## src/rtl/phy_tx_mutex_arbiter.sv

```systemverilog
// phy_tx_mutex_arbiter
// Grants exclusive ownership of sets of PHY-TX FIFOs to a small group of
// requesters. A grant is all-or-nothing on the requested port mask, one grant
// is issued per cycle, and a round-robin head that is blocked reserves its
// ports so that narrower requests cannot starve it. A per-requester watchdog
// force-releases grants that are held too long.
module phy_tx_mutex_arbiter #(
    parameter int          NREQ     = 5,
    parameter int          NPORT    = 4,
    parameter logic [15:0] HOLD_MAX = 16'd2048
) (
    input  logic                  clk,
    input  logic                  rst,
    input  logic [NREQ*NPORT-1:0] mutex_req,
    output logic [NREQ*NPORT-1:0] mutex_val,
    output logic [NPORT-1:0]      port_busy,
    output logic [NREQ-1:0]       timeout_pulse,
    output logic                  proto_err
);

    localparam int          IW      = (NREQ > 1) ? $clog2(NREQ) : 1;
    localparam logic [15:0] CNT_SAT = 16'hFFFF;

    // Registered state
    logic [NREQ-1:0][NPORT-1:0] val_r;        // granted mask per requester
    logic [NPORT-1:0]           owner_vld_r;  // port is owned
    logic [NPORT-1:0][IW-1:0]   owner_id_r;   // which requester owns the port
    logic [NREQ-1:0][15:0]      hold_cnt_r;   // cycles the current grant has been held
    logic [NREQ-1:0]            lockout_r;    // timed out, waiting for request to drop
    logic [IW-1:0]              rr_ptr_r;     // round-robin scan start
    logic [NREQ-1:0]            timeout_r;
    logic                       proto_err_r;

    // Combinational decode
    logic [NREQ-1:0][NPORT-1:0] req_s;
    logic [NREQ-1:0]            release_s;
    logic [NREQ-1:0]            expire_s;
    logic [NREQ-1:0]            drop_s;
    logic [NREQ-1:0]            waiting_s;
    logic [NREQ-1:0]            illegal_s;
    logic [NPORT-1:0]           free_s;
    logic [NPORT-1:0]           reserved_s;
    logic [NPORT-1:0]           grant_mask_s;
    logic                       head_found_s;
    logic                       head_blocked_s;
    logic                       grant_s;
    logic [IW-1:0]              head_s;
    logic [IW-1:0]              winner_s;
    logic [IW-1:0]              scan_h_s;
    logic [IW-1:0]              scan_w_s;

    assign req_s         = mutex_req;
    assign mutex_val     = val_r;
    assign port_busy     = owner_vld_r;
    assign timeout_pulse = timeout_r;
    assign proto_err     = proto_err_r;
    assign drop_s        = release_s | expire_s;

    // Per-requester status: release, watchdog expiry, waiting and illegal mask change
    always_comb begin
        release_s = '0;
        expire_s  = '0;
        waiting_s = '0;
        illegal_s = '0;
        for (int r = 0; r < NREQ; r++) begin
            release_s[r] = (|val_r[r]) & ~(|req_s[r]);
            // Expiry is the edge on which the held count would reach HOLD_MAX
            expire_s[r]  = (|val_r[r]) & (|req_s[r]) & (HOLD_MAX != 16'd0)
                         & (hold_cnt_r[r] == (HOLD_MAX - 16'd1));
            waiting_s[r] = (|req_s[r]) & ~(|val_r[r]) & ~lockout_r[r];
            illegal_s[r] = (|val_r[r]) & (|req_s[r]) & (req_s[r] != val_r[r]);
        end
    end

    // Ports whose owner releases or times out this cycle
    always_comb begin
        free_s = '0;
        for (int p = 0; p < NPORT; p++) begin
            free_s[p] = owner_vld_r[p] & drop_s[owner_id_r[p]];
        end
    end

    // Find the round-robin head and the ports it reserves while blocked
    always_comb begin
        head_found_s = 1'b0;
        head_s       = '0;
        scan_h_s     = '0;
        for (int i = 0; i < NREQ; i++) begin
            scan_h_s = IW'((int'(rr_ptr_r) + i) % NREQ);
            if (waiting_s[scan_h_s] && !head_found_s) begin
                head_found_s = 1'b1;
                head_s       = scan_h_s;
            end else begin
                head_s       = head_s;
            end
        end
        head_blocked_s = head_found_s && ((req_s[head_s] & owner_vld_r) != '0);
        if (head_blocked_s) begin
            reserved_s = req_s[head_s];
        end else begin
            reserved_s = '0;
        end
    end

    // Pick the first waiting requester whose mask avoids owned and reserved ports
    always_comb begin
        grant_s  = 1'b0;
        winner_s = '0;
        scan_w_s = '0;
        for (int i = 0; i < NREQ; i++) begin
            scan_w_s = IW'((int'(rr_ptr_r) + i) % NREQ);
            if (!grant_s && waiting_s[scan_w_s]
                && ((req_s[scan_w_s] & (owner_vld_r | reserved_s)) == '0)) begin
                grant_s  = 1'b1;
                winner_s = scan_w_s;
            end else begin
                winner_s = winner_s;
            end
        end
        if (grant_s) begin
            grant_mask_s = req_s[winner_s];
        end else begin
            grant_mask_s = '0;
        end
    end

    // Granted masks: cleared on release or expiry, loaded on grant
    always_ff @(posedge clk) begin
        if (rst) begin
            val_r <= '0;
        end else begin
            for (int r = 0; r < NREQ; r++) begin
                if (drop_s[r]) begin
                    val_r[r] <= '0;
                end else if (grant_s && (winner_s == IW'(r))) begin
                    val_r[r] <= req_s[r];
                end else begin
                    val_r[r] <= val_r[r];
                end
            end
        end
    end

    // Port owner table
    always_ff @(posedge clk) begin
        if (rst) begin
            owner_vld_r <= '0;
            owner_id_r  <= '0;
        end else begin
            owner_vld_r <= (owner_vld_r & ~free_s) | grant_mask_s;
            for (int p = 0; p < NPORT; p++) begin
                if (grant_mask_s[p]) begin
                    owner_id_r[p] <= winner_s;
                end else begin
                    owner_id_r[p] <= owner_id_r[p];
                end
            end
        end
    end

    // Watchdog hold counters and post-timeout lockout
    always_ff @(posedge clk) begin
        if (rst) begin
            hold_cnt_r <= '0;
            lockout_r  <= '0;
        end else begin
            for (int r = 0; r < NREQ; r++) begin
                if (grant_s && (winner_s == IW'(r))) begin
                    hold_cnt_r[r] <= 16'd0;
                end else if ((|val_r[r]) && (hold_cnt_r[r] != CNT_SAT)) begin
                    hold_cnt_r[r] <= hold_cnt_r[r] + 16'd1;
                end else begin
                    hold_cnt_r[r] <= hold_cnt_r[r];
                end
                if (expire_s[r]) begin
                    lockout_r[r] <= 1'b1;
                end else if (~(|req_s[r])) begin
                    lockout_r[r] <= 1'b0;
                end else begin
                    lockout_r[r] <= lockout_r[r];
                end
            end
        end
    end

    // Round-robin pointer only moves past the head once the head is served
    always_ff @(posedge clk) begin
        if (rst) begin
            rr_ptr_r <= '0;
        end else if (grant_s && head_found_s && (winner_s == head_s)) begin
            rr_ptr_r <= (winner_s == IW'(NREQ - 1)) ? '0 : (winner_s + IW'(1));
        end else begin
            rr_ptr_r <= rr_ptr_r;
        end
    end

    // Timeout pulse and sticky protocol error flag
    always_ff @(posedge clk) begin
        if (rst) begin
            timeout_r   <= '0;
            proto_err_r <= 1'b0;
        end else begin
            timeout_r   <= expire_s;
            proto_err_r <= proto_err_r | (|illegal_s);
        end
    end

endmodule

```

## config.mk

```make
export PLATFORM = sky130hd
export DESIGN_NAME = phy_tx_mutex_arbiter
export DESIGN_NICKNAME = d
export VERILOG_FILES = /design/src/rtl/phy_tx_mutex_arbiter.sv
export SDC_FILE = /design/constraint.sdc
export NUM_CORES = 1
export LEC_CHECK = 0
export CORE_UTILIZATION = 49
export CTS_CLUSTER_DIAMETER = 50
export CTS_CLUSTER_SIZE = 40
export DETAILED_ROUTE_END_ITERATION = 6
export HOLD_SLACK_MARGIN = 0.03
export MAX_ROUTING_LAYER = met4
export PLACE_DENSITY = 0.78
export SLEW_MARGIN = 30
export SYNTH_ARGS = -nofsm -noshare
export SYNTH_HDL_FRONTEND = slang
export SYNTH_SLANG_ARGS = --single-unit
```

## constraint.sdc

```tcl
create_clock -name clk -period 8.82 [get_ports clk]
set_input_delay 0.882 -clock clk [delete_from_list [all_inputs] [get_ports clk]]
set_output_delay 0.882 -clock clk [all_outputs]
set_load 0.01 [all_outputs]
```

==> flow_metrics.env <==
export IMPL_drv_cap=0
export IMPL_antenna_found_initial=0
export IMPL_cts_root_buf="clkbuf_16"
export IMPL_synth_area_um2=9590
export IMPL_drtIter0Drc=778
export IMPL_path_class="flop to flop"
export IMPL_synth_distinct_cells=103
export IMPL_final_cell_mix="nor2_1 (146), dfxtp_1 (130), nand2_1 (92), clkdlybuf4s50_1 (51)"
export IMPL_syn_nets=1211
export IMPL_grtUsageMet2=0.442
export IMPL_powerDensity_nw_per_um2=404
export IMPL_hp_class="flop to flop"
export IMPL_dieArea_um2=20100
export IMPL_fin_crit_sh=0.946
export IMPL_rsz0062_at_grt="no"
export IMPL_final_cell_area_um2=11100
export IMPL_place_congestion=1.05
export IMPL_crit_arrival_ns=8.69
export IMPL_routed_wl_mm=27.9
export IMPL_avgSynthCellArea_um2=8.28
export IMPL_n_antenna_cell=0
export IMPL_grt_pass1_wl_mm=45.1
export IMPL_synth_edf_count=0
export IMPL_synth_seq_cells=130
export IMPL_yosysSeqAreaShare=0.271
export IMPL_drc=0
export IMPL_critPathCaptureType="flop"
export IMPL_numCtsBuffers=17
export IMPL_crit_start="rr_ptr_r[1]"
export IMPL_use_met3=0.0648
export IMPL_grt_util_all_layers=0.293
export IMPL_ios=52
export IMPL_ys_flop_type="dfxtp_1"
export IMPL_ctsHoldBuffers=0
export IMPL_slew_violations=0
export IMPL_outcome="completed"
export IMPL_htreeDepth=4
export IMPL_top_usage_layer="met2"
export IMPL_dp_hpwl_mm=20.2
export IMPL_synth_cells=1158
export IMPL_ir_worst_vdd_uv=250
export IMPL_hold_viol=0
export IMPL_crit_reg2reg_launch="rr_ptr_r[1]"
export IMPL_cts_clk_slew_worst_paths_ns=0.07
export IMPL_num_vias=9267
export IMPL_start_util=0.506
export IMPL_clk_latency_ns=0.43
export IMPL_layout_drive_gt1_share=0.124
export IMPL_cts_num_sinks=130
export IMPL_worst_slack_ns=0.475
export IMPL_place_area_um2=10400
export IMPL_ant_nets=0
export IMPL_leakagePower_nw=4.28
export IMPL_min_delay_start="lockout_r[2]"
export IMPL_critPathMaxStageDelay_ns=0.56
export IMPL_route_detailed_wl_per_inst_um=18.8
export IMPL_worstPathMaxFanout=16
export IMPL_port_buffers=51
export IMPL_cp_slowest_cell="dfxtp_1"
export IMPL_worst_pin_slew_ns=0.929
export IMPL_startpoint_type="flop"
export IMPL_dp_slack_ns=0.449
export IMPL_layout_nets=1264
export IMPL_setup_viol=0
export IMPL_area_delta_synth_final_pct=15.5
export IMPL_finalSetupTns_ns=0
export IMPL_coreArea_um2=19000
export IMPL_fmax_ghz=0.120
export IMPL_layout_commonest_cell="nor2_1"
export IMPL_first_global_vias=8844
export IMPL_period_minus_slack_ns=8.35
export IMPL_power_total_mw=4.48
export IMPL_ys_warn_count=0
export IMPL_num_rows=50
export IMPL_grt_max_degree=29
export IMPL_clk_path_buf_depth=2
export IMPL_use_met1=0.372
export IMPL_die_h_um=142
export IMPL_die_w_um=142
export IMPL_max_slew_margin=0.381
export IMPL_async_flop_share=0
export IMPL_via_per_inst=6.24
export IMPL_cts_tree="yes"
export IMPL_worstPathRequired_ns=9.17
export IMPL_cp_common_cell="ha_1"
export IMPL_finClkSkew_ns=0.0179
export IMPL_drt_pass1_iterations=6
export IMPL_overflow=0
metal layers:
metal,vias to the layer above,share of wire
li1,4369,-
met1,4341,0.43
met5,-,0
met2,465,0.44
met4,0,0.039
met3,92,0.093
flip-flops by register name, summed over array words and instances (netlist names):
name,flops
hold_cnt_r,80
timeout_pulse,5
port_busy,4
owner_id_r,12
lockout_r,5
mutex_val,20
proto_err,1
rr_ptr_r,3
cell usage after synthesis (30+ instances only):
cell type | instances | area, um^2
nor2_1 | 146 | 548
dfxtp_1 | 130 | 2600
nand2_1 | 95 | 357
xnor2_1 | 50 | 438
xor2_1 | 50 | 438
nand3_1 | 49 | 245
a21oi_1 | 43 | 215
mux2i_1 | 43 | 430
clkbuf_1 | 38 | 143
inv_1 | 35 | 131
o21ai_0 | 31 | 155
ha_1 | 30 | 375
critical path, delay by kind of cell, from the launching register on:
| family | cells | cell delay [ns] |
|---|---|---|
| AO/OA/AOI/OAI | 9 | 2.25 |
| XOR/XNOR | 2 | 0.54 |
| multiplexers | 3 | 1.18 |
| adder cells (fa/ha/maj) | 5 | 1.19 |
| buffers and inverters | 4 | 0.60 |
| AND/OR/NAND/NOR | 8 | 1.92 |
| flip-flops | 1 | 0.56 |
final cells by class:
type                            instances  area [um^2]
Tap cell                              260          325
Fill cell                            1620         7880
Timing Repair Buffer                   87          781
Sequential cell                       130         2600
Inverter                               37          143
Clock inverter                         13          126
Multi-Input combinational cell        938         6660
Clock buffer                           19          443
cell families (layout without fill, tap and decap cells):
logic type,Yosys count,count (layout),synth area share
simple gates,471,471,0.245
compound gates,261,261,0.200
flops,130,130,0.271
xor+xnor,103,103,0.0976
buf+inv,90,156,0.0386
mux,72,72,0.106
fa+ha+maj,31,31,0.0412
final timing paths:
path / end / slack [ns] / cells after the start
max: hold_cnt_r[61] / 0.47 / 31
min: lockout_r[2] / 0.46 / 2
max reg2reg: hold_cnt_r[61] / 0.47 / 31
min reg2reg: lockout_r[2] / 0.46 / 2
what timing repair did:
item / CTS / global route
endpoints found under the setup margin: 0 / 89
endpoints found under the hold margin: 0 / 0
gates resized for setup: 0 / 11
setup buffers: 0 / 5
power breakdown:
| group | internal (mW) | leakage (nW) | switching (mW) |
|---|---|---|---|
| combinational | 1.20 | 2.96 | 1.89 |
| clock | 0.400 | 0.273 | 0.280 |
| sequential | 0.647 | 1.05 | 0.0648 |
per-stage QoR:
step / hold slack, ns / cells / utilization
after floorplan: 0.437 / 1158 / -
after global placement: 0.446 / 1447 / 0.550
after detailed placement: 0.451 / 1447 / 0.550
after CTS: 0.459 / 1479 / 0.580
after global routing: 0.482 / 1484 / 0.584
final: 0.460 / 1484 / 0.584
Power figures use the tool's default switching activity.
